File: config.mk
export PLATFORM = sky130hd
export DESIGN_NAME = qspi_row_prefetch_flat
export DESIGN_NICKNAME = d
export VERILOG_FILES = /design/src/rtl/qspi_row_prefetch_if.sv /design/src/rtl/qspi_row_prefetch.sv /design/src/flat_wrapper.sv
export SDC_FILE = /design/constraint.sdc
export NUM_CORES = 1
export LEC_CHECK = 0
export CAP_MARGIN = 20
export CORE_AREA = 3 3 135 163
export CTS_CLUSTER_DIAMETER = 200
export DETAILED_ROUTE_END_ITERATION = 7
export DIE_AREA = 0 0 138 166
export PLACE_DENSITY = 0.87
export RECOVER_POWER = 50
export SLEW_MARGIN = 30
export SYNTH_ARGS = -nofsm -noshare
export SYNTH_HDL_FRONTEND = slang
export SYNTH_SLANG_ARGS = --single-unit
File: constraint.sdc
create_clock -name px_clk -period 2.8 [get_ports px_clk]
set_input_delay 0.42 -clock px_clk [delete_from_list [all_inputs] [get_ports px_clk]]
set_output_delay 0.42 -clock px_clk [all_outputs]
set_load 0.01 [all_outputs]
File: src/rtl/qspi_row_prefetch_if.sv
// rtl/qspi_row_prefetch_if.sv - request, row buffer and quad-SPI pad bundle for the row prefetcher
interface qspi_row_prefetch_if #(
    parameter int ROW_BYTES = 16,
    parameter int ADDR_W    = 24
);
    logic                   req_valid;
    logic                   req_ready;
    logic [ADDR_W-1:0]      req_addr;
    logic                   row_swap;
    logic [ROW_BYTES*8-1:0] row_data;
    logic                   row_valid;
    logic                   cache_full;
    logic                   busy;
    logic                   spi_sel_n;
    logic                   spi_clk_en;
    logic [3:0]             spi_io_out;
    logic [3:0]             spi_io_oe;
    logic [3:0]             spi_io_in;

    modport master (
        output req_valid, req_addr, row_swap, spi_io_in,
        input  req_ready, row_data, row_valid, cache_full, busy,
               spi_sel_n, spi_clk_en, spi_io_out, spi_io_oe
    );

    modport slave (
        input  req_valid, req_addr, row_swap, spi_io_in,
        output req_ready, row_data, row_valid, cache_full, busy,
               spi_sel_n, spi_clk_en, spi_io_out, spi_io_oe
    );
endinterface

File: src/rtl/qspi_row_prefetch.sv
// rtl/qspi_row_prefetch.sv - quad-SPI row fetcher with cache/row double buffer; QSPI_SEQ_EN keeps CS low for sequential rows
module qspi_row_prefetch #(
    parameter int         ROW_BYTES = 16,
    parameter int         ADDR_W    = 24,
    parameter int         DUMMY_CYC = 8,
    parameter logic [7:0] READ_CMD  = 8'h6B
) (
    input  logic               px_clk,
    input  logic               reset,
    qspi_row_prefetch_if.slave bus
);
    localparam int ROW_W     = ROW_BYTES * 8;
    localparam int READ_LAST = 2 * ROW_BYTES;
    localparam int CNT_MAX_A = (ADDR_W - 1 > 7) ? ADDR_W - 1 : 7;
    localparam int CNT_MAX_B = (DUMMY_CYC - 1 > CNT_MAX_A) ? DUMMY_CYC - 1 : CNT_MAX_A;
    localparam int CNT_MAX   = (READ_LAST > CNT_MAX_B) ? READ_LAST : CNT_MAX_B;
    localparam int CNT_W     = $clog2(CNT_MAX + 1);
    localparam int SH_W      = 8 + ADDR_W;
    localparam logic [CNT_W-1:0] CNT_ONE = CNT_W'(1);

    typedef enum logic [3:0] {
        S_IDLE, S_SEL, S_CMD, S_ADDR, S_DUMMY, S_READ, S_DONE, S_HOLD, S_REL
    } state_t;

    state_t           state_q, state_d;
    logic [CNT_W-1:0] cnt_q, cnt_d;
    logic [SH_W-1:0]  sh_q, sh_d;
    logic [ROW_W-1:0] cache_q, cache_d;
    logic [ROW_W-1:0] row_data_q, row_data_d;
    logic             cache_full_q, cache_full_d;
    logic             row_valid_q, row_valid_d;
    logic             sel_n_q, sel_n_d;
    logic             clk_en_q, clk_en_d;
    logic [3:0]       io_out_q, io_out_d;
    logic [3:0]       io_oe_q, io_oe_d;
    logic             req_ready;
    logic             accept;
    logic             swap_go;
`ifdef QSPI_SEQ_EN
    logic [ADDR_W-1:0] last_addr_q, last_addr_d;
    logic              seq_hit;

    assign req_ready = !reset && !cache_full_q && (state_q == S_IDLE || state_q == S_HOLD);
    assign seq_hit   = (bus.req_addr == last_addr_q + ADDR_W'(ROW_BYTES));
`else
    assign req_ready = !reset && !cache_full_q && (state_q == S_IDLE);
`endif

    assign accept  = bus.req_valid && req_ready;
    // Auto-prime: an empty row buffer takes the cache without waiting for the consumer.
    assign swap_go = cache_full_q && (bus.row_swap || !row_valid_q);

    always_comb begin
        state_d      = state_q;
        cnt_d        = cnt_q;
        sh_d         = sh_q;
        cache_d      = cache_q;
        cache_full_d = cache_full_q;
        row_data_d   = row_data_q;
        row_valid_d  = row_valid_q;
`ifdef QSPI_SEQ_EN
        last_addr_d  = last_addr_q;
`endif

        case (state_q)
            S_IDLE: begin
                if (accept) begin
                    state_d = S_SEL;
                    cnt_d   = '0;
                end
            end
            S_SEL: begin
                state_d = S_CMD;
                cnt_d   = '0;
            end
            S_CMD: begin
                if (cnt_q == CNT_W'(7)) begin
                    state_d = S_ADDR;
                    cnt_d   = '0;
                end else begin
                    cnt_d = cnt_q + CNT_ONE;
                end
            end
            S_ADDR: begin
                if (cnt_q == CNT_W'(ADDR_W - 1)) begin
                    state_d = (DUMMY_CYC > 0) ? S_DUMMY : S_READ;
                    cnt_d   = '0;
                end else begin
                    cnt_d = cnt_q + CNT_ONE;
                end
            end
            S_DUMMY: begin
                if (cnt_q == CNT_W'(DUMMY_CYC - 1)) begin
                    state_d = S_READ;
                    cnt_d   = '0;
                end else begin
                    cnt_d = cnt_q + CNT_ONE;
                end
            end
            S_READ: begin
                // The pads add one cycle, so the first valid nibble arrives at n=1.
                if (cnt_q != '0) begin
                    cache_d = {cache_q[ROW_W-5:0], bus.spi_io_in};
                end
                if (cnt_q == CNT_W'(READ_LAST)) begin
                    state_d = S_DONE;
                    cnt_d   = '0;
                end else begin
                    cnt_d = cnt_q + CNT_ONE;
                end
            end
            S_DONE: begin
                cache_full_d = 1'b1;
`ifdef QSPI_SEQ_EN
                state_d = S_HOLD;
`else
                state_d = S_IDLE;
`endif
            end
`ifdef QSPI_SEQ_EN
            S_HOLD: begin
                if (accept) begin
                    state_d = seq_hit ? S_READ : S_REL;
                    cnt_d   = '0;
                end
            end
            S_REL: begin
                state_d = S_SEL;
                cnt_d   = '0;
            end
`endif
            default: begin
                state_d = S_IDLE;
                cnt_d   = '0;
            end
        endcase

        // Command and address leave through one shift register, MSB first on IO0.
        if (accept) begin
            sh_d    = {READ_CMD, bus.req_addr};
            cache_d = '0;
`ifdef QSPI_SEQ_EN
            last_addr_d = bus.req_addr;
`endif
        end else if (state_d == S_CMD || state_d == S_ADDR) begin
            sh_d = {sh_q[SH_W-2:0], 1'b0};
        end

        if (swap_go) begin
            row_data_d   = cache_q;
            row_valid_d  = 1'b1;
            cache_full_d = 1'b0;
        end

`ifdef QSPI_SEQ_EN
        sel_n_d = (state_d == S_IDLE) || (state_d == S_REL);
`else
        sel_n_d = (state_d == S_IDLE) || (state_d == S_DONE);
`endif
        clk_en_d = (state_d == S_CMD) || (state_d == S_ADDR) ||
                   (state_d == S_DUMMY) || (state_d == S_READ);
        if (state_d == S_CMD || state_d == S_ADDR) begin
            io_oe_d  = 4'b0001;
            io_out_d = {3'b000, sh_q[SH_W-1]};
        end else begin
            io_oe_d  = 4'b0000;
            io_out_d = 4'b0000;
        end
    end

    always_ff @(posedge px_clk) begin
        if (reset) begin
            state_q      <= S_IDLE;
            cnt_q        <= '0;
            sh_q         <= '0;
            cache_q      <= '0;
            cache_full_q <= 1'b0;
            row_data_q   <= '0;
            row_valid_q  <= 1'b0;
            sel_n_q      <= 1'b1;
            clk_en_q     <= 1'b0;
            io_out_q     <= 4'b0000;
            io_oe_q      <= 4'b0000;
`ifdef QSPI_SEQ_EN
            last_addr_q  <= '0;
`endif
        end else begin
            state_q      <= state_d;
            cnt_q        <= cnt_d;
            sh_q         <= sh_d;
            cache_q      <= cache_d;
            cache_full_q <= cache_full_d;
            row_data_q   <= row_data_d;
            row_valid_q  <= row_valid_d;
            sel_n_q      <= sel_n_d;
            clk_en_q     <= clk_en_d;
            io_out_q     <= io_out_d;
            io_oe_q      <= io_oe_d;
`ifdef QSPI_SEQ_EN
            last_addr_q  <= last_addr_d;
`endif
        end
    end

    assign bus.req_ready  = req_ready;
    assign bus.row_data   = row_data_q;
    assign bus.row_valid  = row_valid_q;
    assign bus.cache_full = cache_full_q;
    assign bus.busy       = (state_q != S_IDLE);
    assign bus.spi_sel_n  = sel_n_q;
    assign bus.spi_clk_en = clk_en_q;
    assign bus.spi_io_out = io_out_q;
    assign bus.spi_io_oe  = io_oe_q;
endmodule

File: src/flat_wrapper.sv
// flat-port wrapper written by rule: the top's interface ports become plain ports
module qspi_row_prefetch_flat 
#(
    parameter int         ROW_BYTES = 16,
    parameter int         ADDR_W    = 24,
    parameter int         DUMMY_CYC = 8,
    parameter logic [7:0] READ_CMD  = 8'h6B
)
  (px_clk, reset, bus_req_valid, bus_req_addr, bus_row_swap, bus_spi_io_in, bus_req_ready, bus_row_data, bus_row_valid, bus_cache_full, bus_busy, bus_spi_sel_n, bus_spi_clk_en, bus_spi_io_out, bus_spi_io_oe);
  qspi_row_prefetch_if #(.ROW_BYTES(ROW_BYTES), .ADDR_W(ADDR_W)) bus_i ();
  input  logic px_clk;
  input  logic reset;
  input wire logic [$bits(bus_i.req_valid)-1:0] bus_req_valid;
  input wire logic [$bits(bus_i.req_addr)-1:0] bus_req_addr;
  input wire logic [$bits(bus_i.row_swap)-1:0] bus_row_swap;
  input wire logic [$bits(bus_i.spi_io_in)-1:0] bus_spi_io_in;
  output wire logic [$bits(bus_i.req_ready)-1:0] bus_req_ready;
  output wire logic [$bits(bus_i.row_data)-1:0] bus_row_data;
  output wire logic [$bits(bus_i.row_valid)-1:0] bus_row_valid;
  output wire logic [$bits(bus_i.cache_full)-1:0] bus_cache_full;
  output wire logic [$bits(bus_i.busy)-1:0] bus_busy;
  output wire logic [$bits(bus_i.spi_sel_n)-1:0] bus_spi_sel_n;
  output wire logic [$bits(bus_i.spi_clk_en)-1:0] bus_spi_clk_en;
  output wire logic [$bits(bus_i.spi_io_out)-1:0] bus_spi_io_out;
  output wire logic [$bits(bus_i.spi_io_oe)-1:0] bus_spi_io_oe;
  assign bus_i.req_valid = bus_req_valid;
  assign bus_i.req_addr = bus_req_addr;
  assign bus_i.row_swap = bus_row_swap;
  assign bus_i.spi_io_in = bus_spi_io_in;
  assign bus_req_ready = bus_i.req_ready;
  assign bus_row_data = bus_i.row_data;
  assign bus_row_valid = bus_i.row_valid;
  assign bus_cache_full = bus_i.cache_full;
  assign bus_busy = bus_i.busy;
  assign bus_spi_sel_n = bus_i.spi_sel_n;
  assign bus_spi_clk_en = bus_i.spi_clk_en;
  assign bus_spi_io_out = bus_i.spi_io_out;
  assign bus_spi_io_oe = bus_i.spi_io_oe;
  qspi_row_prefetch #(.ROW_BYTES(ROW_BYTES), .ADDR_W(ADDR_W), .DUMMY_CYC(DUMMY_CYC), .READ_CMD(READ_CMD)) u_core (.px_clk(px_clk), .reset(reset), .bus(bus_i));
endmodule
# After elaboration in Yosys (flattened, before gate mapping)
# Cells that the tools add are included.
totals:
  mem_bits_ro: 0
  memories: 0
  wordCells: 68
  latch_bits: 0
  inputBits: 32
  ram_bits: 0
  reg_bits: 310
  out_inout_bits: 142
op_classes:
  order_cmp: 0
  bitwise_logic: 2
  addsub: 1
  n_mux: 14
  shifts: 0
  n_reduce_logical: 23
  n_mul: 0
  n_eq_ne: 15
  n_div: 0
ops:
  columns: ["cell", "count"]
  rows:
  - ["31-bit two-way mux", 2]
  - ["6-bit one-hot mux with 5 select lines", 1]
  - ["4-bit by 3-bit == test with 1-bit output, second input constant", 6]
  - ["6-bit two-way mux", 4]
  - ["4-bit one-hot mux with 6 select lines", 1]
  - ["4-bit two-way mux", 5]
  - ["4-bit by 2-bit == test with 1-bit output, second input constant", 4]
  - ["4-bit zero test", 2]
  - ["2-bit OR reduction", 4]
  - ["6-bit by 1-bit adder with 6-bit output, second input constant", 1]
  - ["6-bit by 3-bit == test with 1-bit output, second input constant", 1]
  - ["6-bit by 5-bit == test with 1-bit output, second input constant", 1]
  - ["6-bit == test, second input constant", 1]
  - ["6-bit nonzero test", 1]
  - ["1-bit logical OR", 5]
  - ["4-bit by 1-bit == test with 1-bit output, second input constant", 1]
  - ["1-bit logical AND", 4]
  - ["2-bit AND reduction", 2]
  - ["4-bit nonzero test", 1]
  - ["1-bit zero test", 3]
  - ["2-bit by 1-bit inequality test with 1-bit output, second input constant", 1]
  - ["1-bit inverter", 2]
  - ["2-bit nonzero test", 1]
  - ["1-bit two-way mux", 1]

# Depth between registers and ports, before layout
depth:
  ltp_word: 10
  depth_mapped: 8
  ltp_nobuf: 7

# Worst setup path after synthesis
# OpenSTA, ideal clock, no wires.
synth_timing:
  kind: "flip-flop to flip-flop"
  start: "reg u_core.cnt_q[0]"
  end: "reg u_core.cnt_q[2]"
  n_path_buf: 0
  required_ps: 2668
  path_stages_with_launch: 8
  slack_ps: 848
  arrival_ps: 1820
  cell_sequence: "dfxtp_1 inv_1 ha_1 or4b_4 o21a_1 or3_4 a211oi_2 nor3_1"
synth_between:
  elab_chain_cells: 3
  elab_cells_between_ends: 8
  classes_between: "add/sub (1); eq/ne (3); mux (4)"
synth_rtl:
  columns: ["item", "line", "rtl"]
  rows:
  - ["start: declaration", "qspi_row_prefetch.sv:26", "logic [CNT_W-1:0] cnt_q, cnt_d;"]
  - ["start signal: assignment", "qspi_row_prefetch.sv:189", "cnt_q <= cnt_d;"]
  - ["6-bit by 1-bit adder with 6-bit output, or another cell as far along", null, null]
  - ["6-bit two-way mux, on equally long branches", null, null]
  - ["6-bit one-hot mux with 5 select lines *", "qspi_row_prefetch.sv:65", "case (state_q)"]
# Every way passes the cells marked *; elsewhere a longest branch is shown, timed or not.
# A chain may end at the register's enable or synchronous reset.

# Worst setup path after layout
layout_timing:
  start: "reg u_core.state_q[3]"
  end: "out bus_req_ready"
layout_between:
  elab_chain_cells: 2
layout_rtl:
  columns: ["item", "line", "rtl"]
  rows:
  - ["start: declaration", "qspi_row_prefetch.sv:25", "state_t state_q, state_d;"]
  - ["start signal: assignment", "qspi_row_prefetch.sv:188", "state_q <= state_d;"]
  - ["4-bit zero test", "qspi_row_prefetch.sv:46", "assign req_ready = !reset && !cache_full_q && (state_q == S_IDLE);"]
  - ["1-bit logical AND", "qspi_row_prefetch.sv:46", null]
  - ["end: declaration", "flat_wrapper.sv:17", "output wire logic [$bits(bus_i.req_ready)-1:0] bus_req_ready;"]
# No other way between the ends.

==> metrics.txt <==
# TYPE chip_impl_metric gauge
chip_impl_metric{name="drt_drc_violations_left",unit=""} 0
chip_impl_metric{name="timing_max_transition_violations_final",unit=""} 84
chip_impl_metric{name="clock_path_buffers",unit=""} 3
chip_impl_metric{name="portBuffers",unit=""} 167
chip_impl_info{name="ys_dominant_reg_cell",value="sky130_fd_sc_hd__dfxtp_1"} 1
chip_impl_metric{name="preCtsSetupSlack",unit="ns"} 0.369
chip_impl_metric{name="die_h",unit="um"} 166
chip_impl_metric{name="starting_density_of_the_core",unit=""} 0.531
chip_impl_info{name="clk_root_buffer_cell",value="sky130_fd_sc_hd__clkbuf_16"} 1
chip_impl_metric{name="place.gp.congestion",unit=""} 0.877
chip_impl_metric{name="clk_transition_reported_paths",unit="ns"} 0.06
chip_impl_metric{name="finalWorstPathRequiredPeriod",unit="ns"} 2.47
chip_impl_metric{name="ys_types",unit=""} 40
chip_impl_info{name="critical-path-top-delay-family",value="simple AND/OR/NAND/NOR gates"} 1
chip_impl_metric{name="cts_inserted_buffers",unit=""} 27
chip_impl_metric{name="postSynthAreaPerCell",unit="um2"} 7.97
chip_impl_metric{name="drive_gt1_frac",unit=""} 0.0476
chip_impl_metric{name="setup.reg_to_reg.worst_slack",unit="ns"} 0.53
chip_impl_metric{name="placedCellCount",unit=""} 1708
chip_impl_info{name="timing.rr.end",value="u_core.cache_q[121]"} 1
chip_impl_metric{name="cts-hold-fix-buffers",unit=""} 0
chip_impl_info{name="grt_setup_unrepaired",value="false"} 1
chip_impl_info{name="path_class",value="reg -> out"} 1
chip_impl_metric{name="report.final.hold_viol_count",unit=""} 0
chip_impl_info{name="crit_chain",value="nor3_1 -> and3b_1 -> clkdlybuf4s50_1"} 1
chip_impl_metric{name="clock-sinks",unit=""} 304
chip_impl_metric{name="die_width",unit="um"} 138
chip_impl_metric{name="final_antenna_violating_net_count",unit=""} 0
chip_impl_metric{name="grt_pass1_vias",unit=""} 8962
chip_impl_metric{name="nNetsFinal",unit=""} 1507
chip_impl_metric{name="drt_iter0_drc",unit=""} 627
chip_impl_metric{name="grt_start_max_net_pins",unit=""} 129
chip_impl_metric{name="insertion_delay",unit="ns"} 0.52
chip_impl_metric{name="fp.coreArea",unit="mm2"} 0.0204
chip_impl_metric{name="critical_path.max_stage_delay",unit="ns"} 0.55
chip_impl_metric{name="drt-wirelength-per-cell",unit="um"} 14.4
chip_impl_metric{name="post-cts-setup-buffer-count",unit=""} 0
chip_impl_metric{name="ctsHtreeMaxLevel",unit=""} 1
chip_impl_metric{name="die_footprint",unit="mm2"} 0.0229
chip_impl_metric{name="grt_first_pass_wirelength",unit="um"} 42700
chip_impl_info{name="layout_commonest_cell",value="sky130_fd_sc_hd__nand2_1"} 1
chip_impl_info{name="violations",value="capacitance limit, slew limit"} 1
chip_impl_metric{name="min_path_cells",unit=""} 3
chip_impl_info{name="timing.critical_path.from_type",value="register"} 1
chip_impl_metric{name="postLayoutSetupSlackWorst",unit="ns"} 0.332
chip_impl_metric{name="power_per_cell_area",unit="mW/mm2"} 607
chip_impl_info{name="timing.hold.worst_endpoint",value="u_core.bus.spi_io_out[0]"} 1
chip_impl_metric{name="clock.fmax",unit="MHz"} 405
chip_impl_metric{name="ys_seq_elements",unit=""} 304
chip_impl_metric{name="dr.pass1.iters",unit=""} 5
chip_impl_metric{name="area_growth",unit="%"} 24.8
chip_impl_metric{name="finalSetupViolCount",unit=""} 0
chip_impl_info{name="crit-reg2reg-launch",value="u_core.state_q[2]"} 1
chip_impl_metric{name="num_io_pins",unit=""} 174
chip_impl_metric{name="critPathMaxFanout",unit=""} 11
chip_impl_metric{name="antenna_found_initial",unit=""} 1
chip_impl_metric{name="sequential_fraction_of_the_synthesis_area",unit=""} 0.562
chip_impl_metric{name="period_share",unit=""} 0.881
chip_impl_metric{name="finalClockSkew",unit="ns"} 0.0127
chip_impl_info{name="tritoncts",value="built"} 1
chip_impl_metric{name="worst-endpoint-arrival",unit="ns"} 2.05
chip_impl_metric{name="fin_setup_tns",unit="ns"} 0
chip_impl_metric{name="synthesis.area",unit="mm2"} 0.0108
chip_impl_metric{name="cts.repair.resized",unit=""} 0
chip_impl_info{name="outcome",value="finished, violations left"} 1
chip_impl_metric{name="grtUsageTotal",unit=""} 0.212
chip_impl_info{name="min_delay_startpoint",value="reset"} 1
chip_impl_metric{name="worst_ep_required_time",unit="ns"} 2.38
chip_impl_info{name="setup.worst_path.end_class",value="output pin"} 1
chip_impl_info{name="slowest_stage",value="sky130_fd_sc_hd__clkdlybuf4s50_1"} 1
chip_impl_metric{name="worst-slew-pin-transition",unit="ns"} 1.71
chip_impl_metric{name="routed-via-count",unit=""} 9288
chip_impl_metric{name="synthesis.instances",unit=""} 1359
chip_impl_metric{name="instances_no_fill",unit=""} 1759
chip_impl_metric{name="yosysWarnings",unit=""} 0
chip_impl_metric{name="leakage",unit="nW"} 4.85
chip_impl_metric{name="drt_wl_total",unit="um"} 25400
chip_impl_metric{name="rows",unit=""} 57
chip_impl_metric{name="critPathBufInv",unit=""} 1
chip_impl_metric{name="grt.overflow.total",unit=""} 0
chip_impl_metric{name="ys_async_sr_fraction",unit=""} 0
chip_impl_metric{name="dp_hpwl",unit="um"} 16400
chip_impl_metric{name="route.detailed.vias_per_inst",unit=""} 5.28
chip_impl_metric{name="max_slew_margin",unit=""} -0.139
chip_impl_metric{name="max-vdd-ir-drop",unit="V"} 0.000399
chip_impl_metric{name="worst_r2r_path_depth",unit=""} 7
chip_impl_info{name="final_cell_mix",value="sky130_fd_sc_hd__nand2_1, sky130_fd_sc_hd__dfxtp_1, sky130_fd_sc_hd__a21oi_1, sky130_fd_sc_hd__dlygate4sd3_1, sky130_fd_sc_hd__clkdlybuf4s50_1"} 1
chip_impl_metric{name="number_of_flops_mapped_to_enable_cells_by_yosys",unit=""} 0
chip_impl_info{name="worst_min_path_class",value="in -> reg"} 1
chip_impl_metric{name="max_cap_violations",unit=""} 1
==> cells in the mapped netlist, types with 2 or more instances <==
library cell | number | area (um2)
sky130_fd_sc_hd__ha_1 | 2 | 25.0
sky130_fd_sc_hd__buf_2 | 34 | 170
sky130_fd_sc_hd__a31oi_1 | 6 | 37.5
sky130_fd_sc_hd__nor3_1 | 14 | 70.1
sky130_fd_sc_hd__mux2i_1 | 24 | 240
sky130_fd_sc_hd__dfxtp_1 | 304 | 6090
sky130_fd_sc_hd__clkbuf_1 | 62 | 233
sky130_fd_sc_hd__a22oi_1 | 2 | 15.0
sky130_fd_sc_hd__or2_2 | 2 | 12.5
sky130_fd_sc_hd__nand2_1 | 554 | 2080
sky130_fd_sc_hd__a21oi_1 | 263 | 1320
sky130_fd_sc_hd__nand3_1 | 6 | 30.0
sky130_fd_sc_hd__inv_1 | 6 | 22.5
sky130_fd_sc_hd__nor2_1 | 19 | 71.3
sky130_fd_sc_hd__o21a_1 | 3 | 22.5
sky130_fd_sc_hd__and2_1 | 3 | 18.8
sky130_fd_sc_hd__and4bb_2 | 2 | 25.0
sky130_fd_sc_hd__o21ai_0 | 24 | 120
sky130_fd_sc_hd__buf_4 | 6 | 45.0
sky130_fd_sc_hd__buf_1 | 3 | 11.3
==> metrics by stage <==
step,instance area [um2],total power [mW],hold slack (ns),util
after global routing,13500,8.45,0.397,0.662
after global placement,12600,4.65,0.442,0.619
after CTS,13500,8.26,0.246,0.662
after floorplan,10800,4.58,0.432,-
after detailed placement,12600,4.66,0.448,0.619
final,13500,8.20,0.365,0.662
==> worst register-to-register path: cells and delay by family (launching register included) <==
kind            cells  cell delay, ns
flops               1            0.48
compound gates      2            0.46
buf+inv             3            0.83
simple gates        2            0.42
==> how the worst max path moves through the flow <==
stage                      start                   to  slack (ns)  cells after the start
6_report       u_core.state_q[3]        bus_req_ready        0.33                      3
5_1_grt        u_core.state_q[2]        bus_req_ready        0.19                      3
4_1_cts        u_core.state_q[3]        bus_req_ready        0.32                      3
3_5_place_dp   u_core.state_q[2]  u_core.cache_q[118]        0.37                      6
3_3_place_gp   u_core.state_q[2]  u_core.cache_q[124]        0.43                      6
2_1_floorplan    u_core.cnt_q[0]      u_core.cnt_q[2]        0.85                      7
==> kinds of logic after synthesis <==
kind of cell	Yosys count	synth area share
AO/OA/AOI/OAI	306	0.146
XOR/XNOR	1	0.000809
adder cells (fa/ha/maj)	2	0.00231
buffers and inverters	112	0.0455
flip-flops	304	0.562
multiplexers	24	0.0222
other	1	0.000346
AND/OR/NAND/NOR	609	0.221
==> cell type report <==
| class | instances | area [um2] |
|---|---|---|
| Tap cell | 265 | 332 |
| Multi-Input combinational cell | 949 | 4310 |
| Timing Repair Buffer | 185 | 1870 |
| Inverter | 6 | 22.5 |
| Sequential cell | 304 | 6090 |
| Antenna cell | 1 | 2.50 |
| Clock inverter | 10 | 108 |
| Clock buffer | 39 | 781 |
| Fill cell | 1685 | 6880 |
==> power by group <==
part           switching [mW]  total, mW  internal (mW)  leakage (nW)
registers              0.0160       4.37           4.35          2.45
logic                   0.118      0.192         0.0741          1.97
clock network            1.53       3.65           2.12         0.431
total                    1.66       8.20           6.54          4.85
==> flip-flops by register name (all words and copies together) (netlist names), 4 cells and up <==
| name | cells |
|---|---|
| u_core.sh_q | 32 |
| u_core.cnt_q | 6 |
| u_core.bus.row_data | 128 |
| u_core.state_q | 4 |
| u_core.cache_q | 128 |
==> layer usage <==
layer / GRT usage / part of all wire / routed length (um)
met2: 0.371 / 0.50 / 12800
met4: 0.0799 / 0.036 / 917
met5: 0 / 0 / 0
met3: 0.0265 / 0.044 / 1110
met1: 0.268 / 0.42 / 10600
Power figures use the tool's default switching activity.
